$ cat config.mk
export PLATFORM = sky130hd
export DESIGN_NAME = imem_loader
export DESIGN_NICKNAME = d
export VERILOG_FILES = /design/src/rtl/imem_loader.sv
export SDC_FILE = /design/constraint.sdc
export NUM_CORES = 1
export LEC_CHECK = 0
export ABC_AREA = 0
export CELL_PAD_IN_SITES_DETAIL_PLACEMENT = 0
export CELL_PAD_IN_SITES_GLOBAL_PLACEMENT = 1
export CORE_MARGIN = 1.5
export CORE_UTILIZATION = 37
export CTS_BUF_LIST = sky130_fd_sc_hd__clkbuf_16
export DETAILED_ROUTE_END_ITERATION = 8
export PLACE_DENSITY_LB_ADDON = 0.3
export SKIP_LAST_GASP = 1
export SYNTH_ARGS = -nofsm -noshare
export SYNTH_HDL_FRONTEND = slang
export SYNTH_SLANG_ARGS = --single-unit
$ cat constraint.sdc
create_clock -name clk -period 2.8 [get_ports clk]
set_clock_uncertainty 0.1 [all_clocks]
set_input_delay 0.84 -clock clk [delete_from_list [all_inputs] [get_ports clk]]
set_output_delay 0.84 -clock clk [all_outputs]
set_load 0.01 [all_outputs]
$ cat src/rtl/imem_loader.sv
// imem_loader: receives a byte stream (2-byte big-endian word count, then
// big-endian 32-bit words) and writes the words to consecutive instruction
// memory locations. The CPU is held until the whole program is in memory.
module imem_loader #(
  parameter int ADDR_W = 8
) (
  input  logic              clk,
  input  logic              rst_n,
  input  logic              start,
  input  logic              byte_valid,
  input  logic [7:0]        byte_data,
  output logic              byte_ready,
  output logic              imem_we,
  output logic [ADDR_W+1:0] imem_addr,
  output logic [31:0]       imem_wdata,
  output logic              cpu_hold,
  output logic              done,
  output logic              error,
  output logic [ADDR_W:0]   words_written
);

  typedef enum logic [2:0] {
    IDLE,
    LEN_HI,
    LEN_LO,
    DATA,
    WRITE,
    DONE,
    ERR
  } state_t;

  // Capacity in words, held at 17 bits so a full 16-bit count compares cleanly.
  localparam logic [16:0] CAPACITY = 17'(1) << ADDR_W;

  state_t      state;
  state_t      state_next;
  logic [7:0]  len_hi;
  logic [15:0] word_total;
  logic [31:0] word_reg;
  logic [1:0]  byte_idx;
  logic        transfer;
  logic        start_ok;
  logic [15:0] header_now;
  logic        last_word;

  assign transfer   = byte_valid & byte_ready;
  assign start_ok   = start & ((state == IDLE) | (state == DONE) | (state == ERR));
  assign header_now = {len_hi, byte_data};
  assign last_word  = ((17'(words_written) + 17'd1) == {1'b0, word_total});

  // State register; reset returns to IDLE from anywhere, including mid-load.
  always_ff @(posedge clk) begin
    if (!rst_n) begin
      state <= IDLE;
    end else begin
      state <= state_next;
    end
  end

  // Next-state decode; a load in progress cannot be restarted by start.
  always_comb begin
    state_next = state;
    case (state)
      IDLE:   if (start) state_next = LEN_HI;
      LEN_HI: if (transfer) state_next = LEN_LO;
      LEN_LO: begin
        if (transfer) begin
          if (header_now == 16'd0) begin
            state_next = DONE;
          end else if ({1'b0, header_now} > CAPACITY) begin
            state_next = ERR;
          end else begin
            state_next = DATA;
          end
        end
      end
      DATA:   if (transfer && byte_idx == 2'd3) state_next = WRITE;
      WRITE:  state_next = last_word ? DONE : DATA;
      DONE:   if (start) state_next = LEN_HI;
      ERR:    if (start) state_next = LEN_HI;
      default: state_next = IDLE;
    endcase
  end

  // Output decode; everything depends on registered state only.
  always_comb begin
    byte_ready = 1'b0;
    imem_we    = 1'b0;
    cpu_hold   = 1'b1;
    done       = 1'b0;
    error      = 1'b0;
    case (state)
      LEN_HI, LEN_LO, DATA: byte_ready = 1'b1;
      WRITE:                imem_we    = 1'b1;
      DONE: begin
        cpu_hold = 1'b0;
        done     = 1'b1;
      end
      ERR:                  error      = 1'b1;
      default: ;
    endcase
  end

  // Datapath: header capture, byte assembly into the word and write counting.
  always_ff @(posedge clk) begin
    if (!rst_n) begin
      len_hi        <= '0;
      word_total    <= '0;
      word_reg      <= '0;
      byte_idx      <= '0;
      words_written <= '0;
    end else if (start_ok) begin
      word_reg      <= '0;
      byte_idx      <= '0;
      words_written <= '0;
    end else begin
      case (state)
        LEN_HI: if (transfer) len_hi <= byte_data;
        LEN_LO: if (transfer) word_total <= header_now;
        DATA: begin
          if (transfer) begin
            word_reg <= {word_reg[23:0], byte_data};
            byte_idx <= byte_idx + 2'd1;
          end
        end
        WRITE:  words_written <= words_written + 1'b1;
        default: ;
      endcase
    end
  end

  // Only written while fewer than capacity words are done, so the low bits suffice.
  assign imem_addr  = {words_written[ADDR_W-1:0], 2'b00};
  assign imem_wdata = word_reg;

endmodule
=== Word-level counts from Yosys, hierarchy flattened ===
Cells that the tools add are included.

* Register bits: 70
* Latch bits: 0
* Memory bits (writable): 0
* Bits in read-only memories: 0
* Logic and storage cells: 51
* Memories kept: 0

* $add $sub $neg: 3
* $mul: 0
* Div/mod/pow operators: 0
* Order comparisons: 1
* Eq/ne operators: 12
* Shift-type cells: 0
* Mux-type cells: 13
* Bitwise gates (word level): 6
* Reduce and logical (&&, ||, !) cells: 10

{| class="wikitable"
|+ Operators by type and width
! kind !! count
|-
| $mux W3 || 7
|-
| $eq A10 B16 Y1 || 1
|-
| $gt A16 B9 Y1 const B || 1
|-
| $logic_not A16 Y1 || 1
|-
| $pmux W3 S5 || 1
|-
| $add A9 B1 Y10 const B || 1
|-
| $add A9 B1 Y9 const B || 1
|-
| $eq A3 B3 Y1 const B || 3
|-
| $eq A3 B2 Y1 const B || 2
|-
| $ne A2 B2 Y1 const B || 3
|-
| $reduce_and A3 Y1 || 2
|-
| $reduce_or A3 Y1 || 2
|-
| $mux W1 || 5
|-
| $reduce_and A4 Y1 || 1
|-
| $eq A3 B1 Y1 const B || 1
|-
| $logic_not A3 Y1 || 1
|-
| $add A2 B1 Y2 const B || 1
|-
| $and A1 B1 Y1 || 2
|-
| $eq A2 B2 Y1 const B || 1
|-
| $ne A2 B1 Y1 const B || 1
|-
| $not A1 Y1 || 2
|-
| $or A1 B1 Y1 || 2
|-
| $reduce_and A2 Y1 || 1
|-
| $reduce_or A2 Y1 || 1
|-
| $logic_and A1 B1 Y1 || 1
|}

=== Depth between registers and ports, before layout ===
Gate-level depths: netlist of the first run.

* Depth in word-level cells: 7
* Mapped depth: 8
* Mapped depth without buffers: 7

=== Least setup slack after synthesis of the first run ===
OpenSTA, ideal clock, no wires.

* Path type: input -> register
* Start: in byte_data[0]
* End: reg state[1]
* Setup time: 122 ps
* Arrival time: 2127 ps
* Data required time: 2578 ps
* Slack: 451 ps
* Cell stages on the path: 6
* Cell sequence: nor4_1 -> nand2_1 -> o31a_1 -> or3_1 -> mux2_1 -> o311a_1

* Cells in the longest elaborated chain, start to end: 4

{| class="wikitable"
|+ Ends and longest elaborated chain
! item !! RTL line !! source
|-
| start, declared || 11 || <nowiki>input logic [7:0] byte_data,</nowiki>
|-
| $logic_not A16 Y1 || 68 || <nowiki>if (header_now == 16'd0) begin</nowiki>
|-
| $mux W3 || 68 ||
|-
| $mux W3 || 67 || <nowiki>if (transfer) begin</nowiki>
|-
| $pmux W3 S5 || 63 || <nowiki>case (state)</nowiki>
|-
| end signal, assigned || 56 || <nowiki>state <= state_next;</nowiki>
|-
| end, declared || 35 || <nowiki>state_t state;</nowiki>
|}

No other way between the ends. The select of a mux whose other input is x is not followed.
A chain may end at the register's enable or synchronous reset.

=== Worst setup path in the final report of the first run ===
* Start: reg state[1]
* End: out imem_we

* Cells in the longest elaborated chain, start to end: 2

{| class="wikitable"
|+ Ends and longest elaborated chain
! item !! RTL line !! source
|-
| $eq A3 B3 Y1 || 92 || <nowiki>case (state)</nowiki>
|-
| $mux W1 || 92 ||
|-
| end, declared || 13 || <nowiki>output logic imem_we,</nowiki>
|}

No other way between the ends.

==> results_dict.tcl, run 1 <==
set metrics [dict create \
    critical_path.top_delay_family "buffers and inverters" \
    global_route_wire_length_before_repair_microns 12100 \
    clock_path_buffers 2 \
    yosysTopAreaCell "sky130_fd_sc_hd__dfxtp_1" \
    io_pins 68 \
    maximum_number_of_pins_on_one_net_before_global_route_repair 44 \
    postSynthCellCount 395 \
    finalSetupViolations 0 \
    final_layout_net_count 470 \
    ys_seq_elements 70 \
    cell_internal_pwr_w 0.00224 \
    dieWidth_microns 94.9 \
    layout-drive-gt1-share_pct 9.33 \
    antenna_cells_inserted 0 \
    pwr-share-seq_pct 36.1 \
    port_buffers 65 \
    die_area_sq_um 9000 \
    synth_top_area_share_pct 44.9 \
    drt_first_iter_violations 118 \
    finalHoldWorstSlack_ns 0.354 \
    grt_setup_unrepaired "no" \
    design.core.area_sq_um 8180 \
    synth.top_cells.by_area "sky130_fd_sc_hd__dfxtp_1 45%, sky130_fd_sc_hd__nand2_1 14%, sky130_fd_sc_hd__a21oi_1 8.2%" \
    critical_path_required_ns 1.86 \
    cts_tree "built" \
    post_synth_instance_area_sq_um 3120 \
    cpPeakStageDelay_ns 0.58 \
    place.gp.congestion 0.830 \
    pwr-share-comb_pct 17.5 \
    pre_cts_slack_ns -0.110 \
    final-hold-violation-count 0 \
    p_sw_w 0.000793 \
    clock_sinks 70 \
    irDropWorstVdd_v 0.000492 \
    first_global_vias 2483 \
    antenna_found_initial 0 \
    ys_types 41 \
    min_period_over_period_pct 93.2 \
    remaining_drc_errors 0 \
    cts-root-buf "sky130_fd_sc_hd__clkbuf_16" \
    number_of_buffers_inserted_during_clock_tree_synthesis 9 \
    critical_setup_path_kind "flop to output pin" \
    grt_use_total_pct 17.4 \
    insertion_delay_ns 0.33 \
    postSynthAreaPerCell_sq_um 7.90 \
    final.min_clock_period_ns 2.61 \
    maxCapViolCount 0 \
    proportion_of_synthesized_chip_area_in_sequential_cells_pct 44.9 \
    power-per-cell-area_nw_per_um2 715 \
    share_clk_of_total_power_pct 46.3 \
    hold_path.class "flop to flop" \
    floorplan.rows 33 \
    num-fill-cells 804 \
    final_antenna_net_count 0 \
    die-height_microns 94.9 \
    overflow 0 \
    critical_path_at_ns 1.67 \
    p_leak_nw 1.48 \
    routed_wl_microns 7460 \
    route.vias.total 2793 \
    worst_slack_ns 0.190 \
    cp.buffers_inverters 2 \
    synth_warnings 0 \
    max_fo_critical_path 7 \
    drt_pre_antenna_iters 4 \
    end_kind "output pin" \
    htree_num_levels 3 \
    final_max_slew_viol_count 0 \
    crit_slowest_cell "sky130_fd_sc_hd__clkdlybuf4s50_1" \
    power_w 0.00304 \
    wl_per_cell_microns 13.2 \
    fmax_mhz 383 \
    flow.area_growth_from_synthesis_pct 36.2 \
    postCtsSetupRepairBufs 0 \
    sw_frac_of_total_pct 26.1 \
    clkSlewWorstSetupHoldPaths_ns 0.06 \
    cp_cell_sequence "buf_4 -> nor2_1 -> clkdlybuf4s50_1" \
    initial_cell_density_of_the_core_pct 38.2 \
    detailedPlacementHpwl_microns 5080 \
    run_status "completed" \
    cp-start-kind "flop" \
    routed_via_density 4.93 \
]
## Yosys cell counts
cell type,count
sky130_fd_sc_hd__buf_2,7
sky130_fd_sc_hd__inv_1,5
sky130_fd_sc_hd__buf_4,11
sky130_fd_sc_hd__or3_1,4
sky130_fd_sc_hd__o31a_1,2
sky130_fd_sc_hd__or4_4,1
sky130_fd_sc_hd__o311a_1,1
sky130_fd_sc_hd__nand4_1,5
sky130_fd_sc_hd__a41oi_1,1
sky130_fd_sc_hd__o211ai_2,1
sky130_fd_sc_hd__a21oi_1,51
sky130_fd_sc_hd__mux2i_1,10
sky130_fd_sc_hd__nor2_1,30
sky130_fd_sc_hd__a211oi_1,1
sky130_fd_sc_hd__and3_1,3
sky130_fd_sc_hd__nor3b_1,1
sky130_fd_sc_hd__clkbuf_1,16
sky130_fd_sc_hd__o21ai_1,1
sky130_fd_sc_hd__or2_2,2
sky130_fd_sc_hd__dfxtp_1,70
sky130_fd_sc_hd__nand3_1,4
sky130_fd_sc_hd__a21o_1,1
sky130_fd_sc_hd__mux2_1,1
sky130_fd_sc_hd__a31oi_1,1
sky130_fd_sc_hd__a22o_1,1
sky130_fd_sc_hd__nand3_2,1
sky130_fd_sc_hd__nor3_1,2
sky130_fd_sc_hd__nand2b_1,3
sky130_fd_sc_hd__nor2b_1,4
sky130_fd_sc_hd__conb_1,1
sky130_fd_sc_hd__o221ai_1,2
sky130_fd_sc_hd__ha_1,2
sky130_fd_sc_hd__xor2_1,9
sky130_fd_sc_hd__o21ai_0,2
sky130_fd_sc_hd__xnor2_1,15
sky130_fd_sc_hd__nand2_1,115
sky130_fd_sc_hd__a2111oi_2,1
sky130_fd_sc_hd__nand4b_1,1
sky130_fd_sc_hd__o31ai_1,1
sky130_fd_sc_hd__nor4_1,4
sky130_fd_sc_hd__nor3_4,1
## metrics by stage
| step | instances | setup TNS (ns) | util [%] | area, sq um |
|---|---|---|---|---|
| 3_3_place_gp | 550 | -0.0683 | 47.4 | 3880 |
| 4_1_cts | 566 | 0 | 52.0 | 4250 |
| 5_1_grt | 566 | 0 | 52.0 | 4250 |
| 3_5_place_dp | 550 | -0.110 | 47.4 | 3880 |
| 2_1_floorplan | 396 | 0 | - | 3130 |
| 6_report | 566 | 0 | 52.0 | 4250 |
## state kept, by name (all words and copies together) (netlist names)
name and count:
words_written 9, word_total 16, byte_idx 2, state 3, imem_wdata 32, len_hi 8
## worst register-to-register path, stage by stage (launching register included)
cell and delay [ns]:
sky130_fd_sc_hd__dfxtp_1 0.46, sky130_fd_sc_hd__ha_1 0.31, sky130_fd_sc_hd__and3_1 0.23, sky130_fd_sc_hd__nand3_2 0.14
sky130_fd_sc_hd__or4_4 0.55, sky130_fd_sc_hd__o211ai_2 0.10, sky130_fd_sc_hd__a31oi_1 0.10, sky130_fd_sc_hd__o311a_1 0.29
## layout make-up
cell class	count	area, sq um	share of cell area [%]
multi-input combinational	287	1530	35.9
sequential	70	1400	33.0
timing repair buffer	83	798	18.8
clock buffer	9	225	5.30
clock inverter	7	145	3.41
tap	105	131	3.09
inverter	5	18.8	0.442
## power by group through the flow
stage	combinational [W]	sequential [W]	clock (W)
2_1_floorplan	0.000378	0.00109	0
3_3_place_gp	0.000528	0.00112	0
3_5_place_dp	0.000533	0.00112	0
4_1_cts	0.000535	0.00110	0.00143
5_1_grt	0.000585	0.00110	0.00147
6_report	0.000532	0.00110	0.00141
## per-layer routing
metal	global-route usage [%]	part of all wire [%]	vias up	wire length, microns
met1	24.3	50	1291	3720
met4	7.09	1.5	0	112
met2	25.2	43	75	3230
met3	4.35	5.3	9	393
li1	-	-	1418	-
met5	0	0	-	0
## cell usage in the layout (no fill, tap or decap), types with 5 or more instances in the layout
master,instances
sky130_fd_sc_hd__inv_1,5
sky130_fd_sc_hd__nor2_1,30
sky130_fd_sc_hd__nand4_1,5
sky130_fd_sc_hd__xnor2_1,15
sky130_fd_sc_hd__buf_4,17
sky130_fd_sc_hd__xor2_1,9
sky130_fd_sc_hd__a21oi_1,51
sky130_fd_sc_hd__nand2_1,115
sky130_fd_sc_hd__clkdlybuf4s50_1,65
sky130_fd_sc_hd__dfxtp_1,68
sky130_fd_sc_hd__mux2i_1,10
sky130_fd_sc_hd__clkbuf_16,9
## cell families (layout without fill, tap and decap cells)
group                    count (synthesis)  in the layout  share of synthesized area, %
buffers and inverters                   39            104                          6.29
AO/OA/AOI/OAI                           67             67                          12.5
XOR/XNOR                                24             24                          6.73
AND/OR/NAND/NOR                        181            181                          25.1
flip-flops                              70             70                          44.9
adder cells (fa/ha/maj)                  2              2                         0.801
other                                    1              2                         0.120
multiplexers                            11             11                          3.57
## timing repair
| action | CTS | global route |
|---|---|---|
| setup endpoints to repair | 0 | 1 |
| hold buffers | 0 | 0 |
| gates resized for setup | 0 | 2 |
## path summary, 6_finish.rpt
check | cells after the start | end | slack [ns] | from
worst min-delay path | 2 | imem_wdata[28] | 0.35 | imem_wdata[28]
worst max-delay path | 3 | imem_we | 0.19 | state[1]
worst max register to register | 7 | state[1] | 0.42 | words_written[0]
worst min register to register | 2 | imem_wdata[28] | 0.35 | imem_wdata[28]
No activity file was read; power rests on OpenSTA's default activity.
==> run 2: changes to the inputs <==
Settings changed: PLACE_DENSITY from default to 0.86, PLACE_DENSITY_LB_ADDON 0.3 to default.
==> run 2 against run 1 <==
Net effect:
- register-to-register slack got worse by 0.02 ns
- clock-buffer cell count did not move
- maximum frequency fell by 2.7%
- critical endpoint unchanged
- sequential power barely moved
- cell area fell by 1.1%
- utilization fell by 0.60 points
- clock power fell by 9%
- non-clock buffer count fell by 2
- via count fell by 2.8%
- final cell count fell by 0.35%
==> results_dict.tcl, run 2 (synthesis results as in run 1) <==
set metrics [dict create \
    run_status "completed" \
    largest_register_ff_count 32 \
    drt_pre_antenna_iters 4 \
    critical_path_required_ns 1.86 \
    clkSlewWorstSetupHoldPaths_ns 0.06 \
    final.min_clock_period_ns 2.68 \
    drt_first_iter_violations 144 \
    finalSetupViolations 0 \
    routed_wl_microns 7380 \
    dieWidth_microns 94.9 \
    mostFrequentLayoutCells "115 x sky130_fd_sc_hd__nand2_1, 70 x sky130_fd_sc_hd__dfxtp_1, 65 x sky130_fd_sc_hd__clkdlybuf4s50_1" \
    final_antenna_net_count 0 \
    antenna_found_initial 0 \
    worst_slack_ns 0.118 \
    wl_per_cell_microns 13.1 \
    flow.area_growth_from_synthesis_pct 34.6 \
    placed_cells_incl_taps 548 \
    layout-drive-gt1-share_pct 8.06 \
    grt_use_total_pct 16.7 \
    antenna_cells_inserted 0 \
    end_kind "output pin" \
    global_route_wire_length_before_repair_microns 11700 \
    place.gp.congestion 0.785 \
    maximum_number_of_pins_on_one_net_before_global_route_repair 44 \
    die-height_microns 94.9 \
    pre_cts_slack_ns -0.120 \
    min_period_over_period_pct 95.8 \
    route.vias.total 2716 \
    finalNonFillerCells 564 \
    cp-start-kind "flop" \
    number_of_buffers_inserted_during_clock_tree_synthesis 9 \
    initial_cell_density_of_the_core_pct 38.2 \
    power-per-cell-area_nw_per_um2 690 \
    detailedPlacementHpwl_microns 5060 \
    timing.setup.tns_ns 0 \
    cts_tree "built" \
    htree_num_levels 3 \
    slew_headroom_pct 63.4 \
    fmax_mhz 373 \
    clock_sinks 70 \
    p_leak_nw 1.45 \
    max_fo_critical_path 10 \
    first_global_vias 2421 \
    final-hold-violation-count 0 \
    design.core.area_sq_um 8180 \
    grt_setup_unrepaired "no" \
    cts_hold_repair.buffers 0 \
    area_after_dpl_sq_um 3860 \
    insertion_delay_ns 0.33 \
    layout_commonest_cell "sky130_fd_sc_hd__nand2_1" \
    floorplan.rows 33 \
    cts_resized 0 \
    cts-root-buf "sky130_fd_sc_hd__clkbuf_16" \
    clock_path_buffers 2 \
    irDropWorstVdd_v 0.000339 \
    die_area_sq_um 9000 \
    final_layout_net_count 468 \
    final_max_slew_viol_count 0 \
    hold_path.class "flop to flop" \
    finish.instance_area_sq_um 4200 \
    port_buffers 65 \
    critical_path_at_ns 1.74 \
    routed_via_density 4.82 \
    overflow 0 \
    max_slew.worst_pin.slew_ns 0.547 \
    remaining_drc_errors 0 \
    io_pins 68 \
    postCtsSetupRepairBufs 0 \
    critical_setup_path_kind "flop to output pin" \
    maxCapViolCount 0 \
    fin_util_pct 51.4 \
]
## run 2: changes by cell type in the layout (fill, tap and decap cells not counted), sizes merged
cell,before,now
buf,18,16
bufinv,4,3
clkinv,1,2
## run 2: worst paths after layout
kind	from	end	slack, ns	cells past startpoint
max	state[2]	imem_we	0.12	3
min	imem_wdata[29]	imem_wdata[29]	0.35	2
max reg2reg	words_written[0]	state[1]	0.40	7
min reg2reg	imem_wdata[29]	imem_wdata[29]	0.35	2
## run 2: per-layer routing
layer | global-route usage (%) | wire length, microns | vias to the layer above
met2 | 24.9 | 3410 | 49
met3 | 4.43 | 305 | 11
li1 | - | - | 1410
met1 | 23.1 | 3550 | 1246
met5 | 0 | 0 | -
met4 | 5.97 | 114 | 0
## run 2: critical path, stage by stage (launching register included)
cell and delay (ns):
sky130_fd_sc_hd__dfxtp_1 0.49, sky130_fd_sc_hd__nand2b_1 0.15, sky130_fd_sc_hd__nor2_1 0.20, sky130_fd_sc_hd__clkdlybuf4s50_1 0.58
## run 2: power by group
group / internal (W) / switching [W] / total (W)
Combinational: 0.000227 / 0.000284 / 0.000511
Sequential: 0.00104 / 0.0000605 / 0.00110
Clock: 0.000864 / 0.000422 / 0.00129
## run 2: through the flow
stage               power [W]  hold WS, ns
global route          0.00302        0.374
CTS                   0.00292        0.356
global placement      0.00162        0.345
finish                0.00290        0.352
floorplan             0.00147        0.336
detailed placement    0.00163        0.348
## run 2: cell type report
class,instances,area [sq um]
Clock buffer,9,225
Clock inverter,7,114
Fill cell,774,3970
Inverter,5,18.8
Multi-Input combinational cell,287,1530
Sequential cell,70,1400
Tap cell,105,131
Timing Repair Buffer,81,783
==> run 3: changes to the inputs <==
Settings changed: SLEW_MARGIN from default to 20.
==> results of run 3 <==
No change in the layout: final DEF, timing and power equal those of run 2.
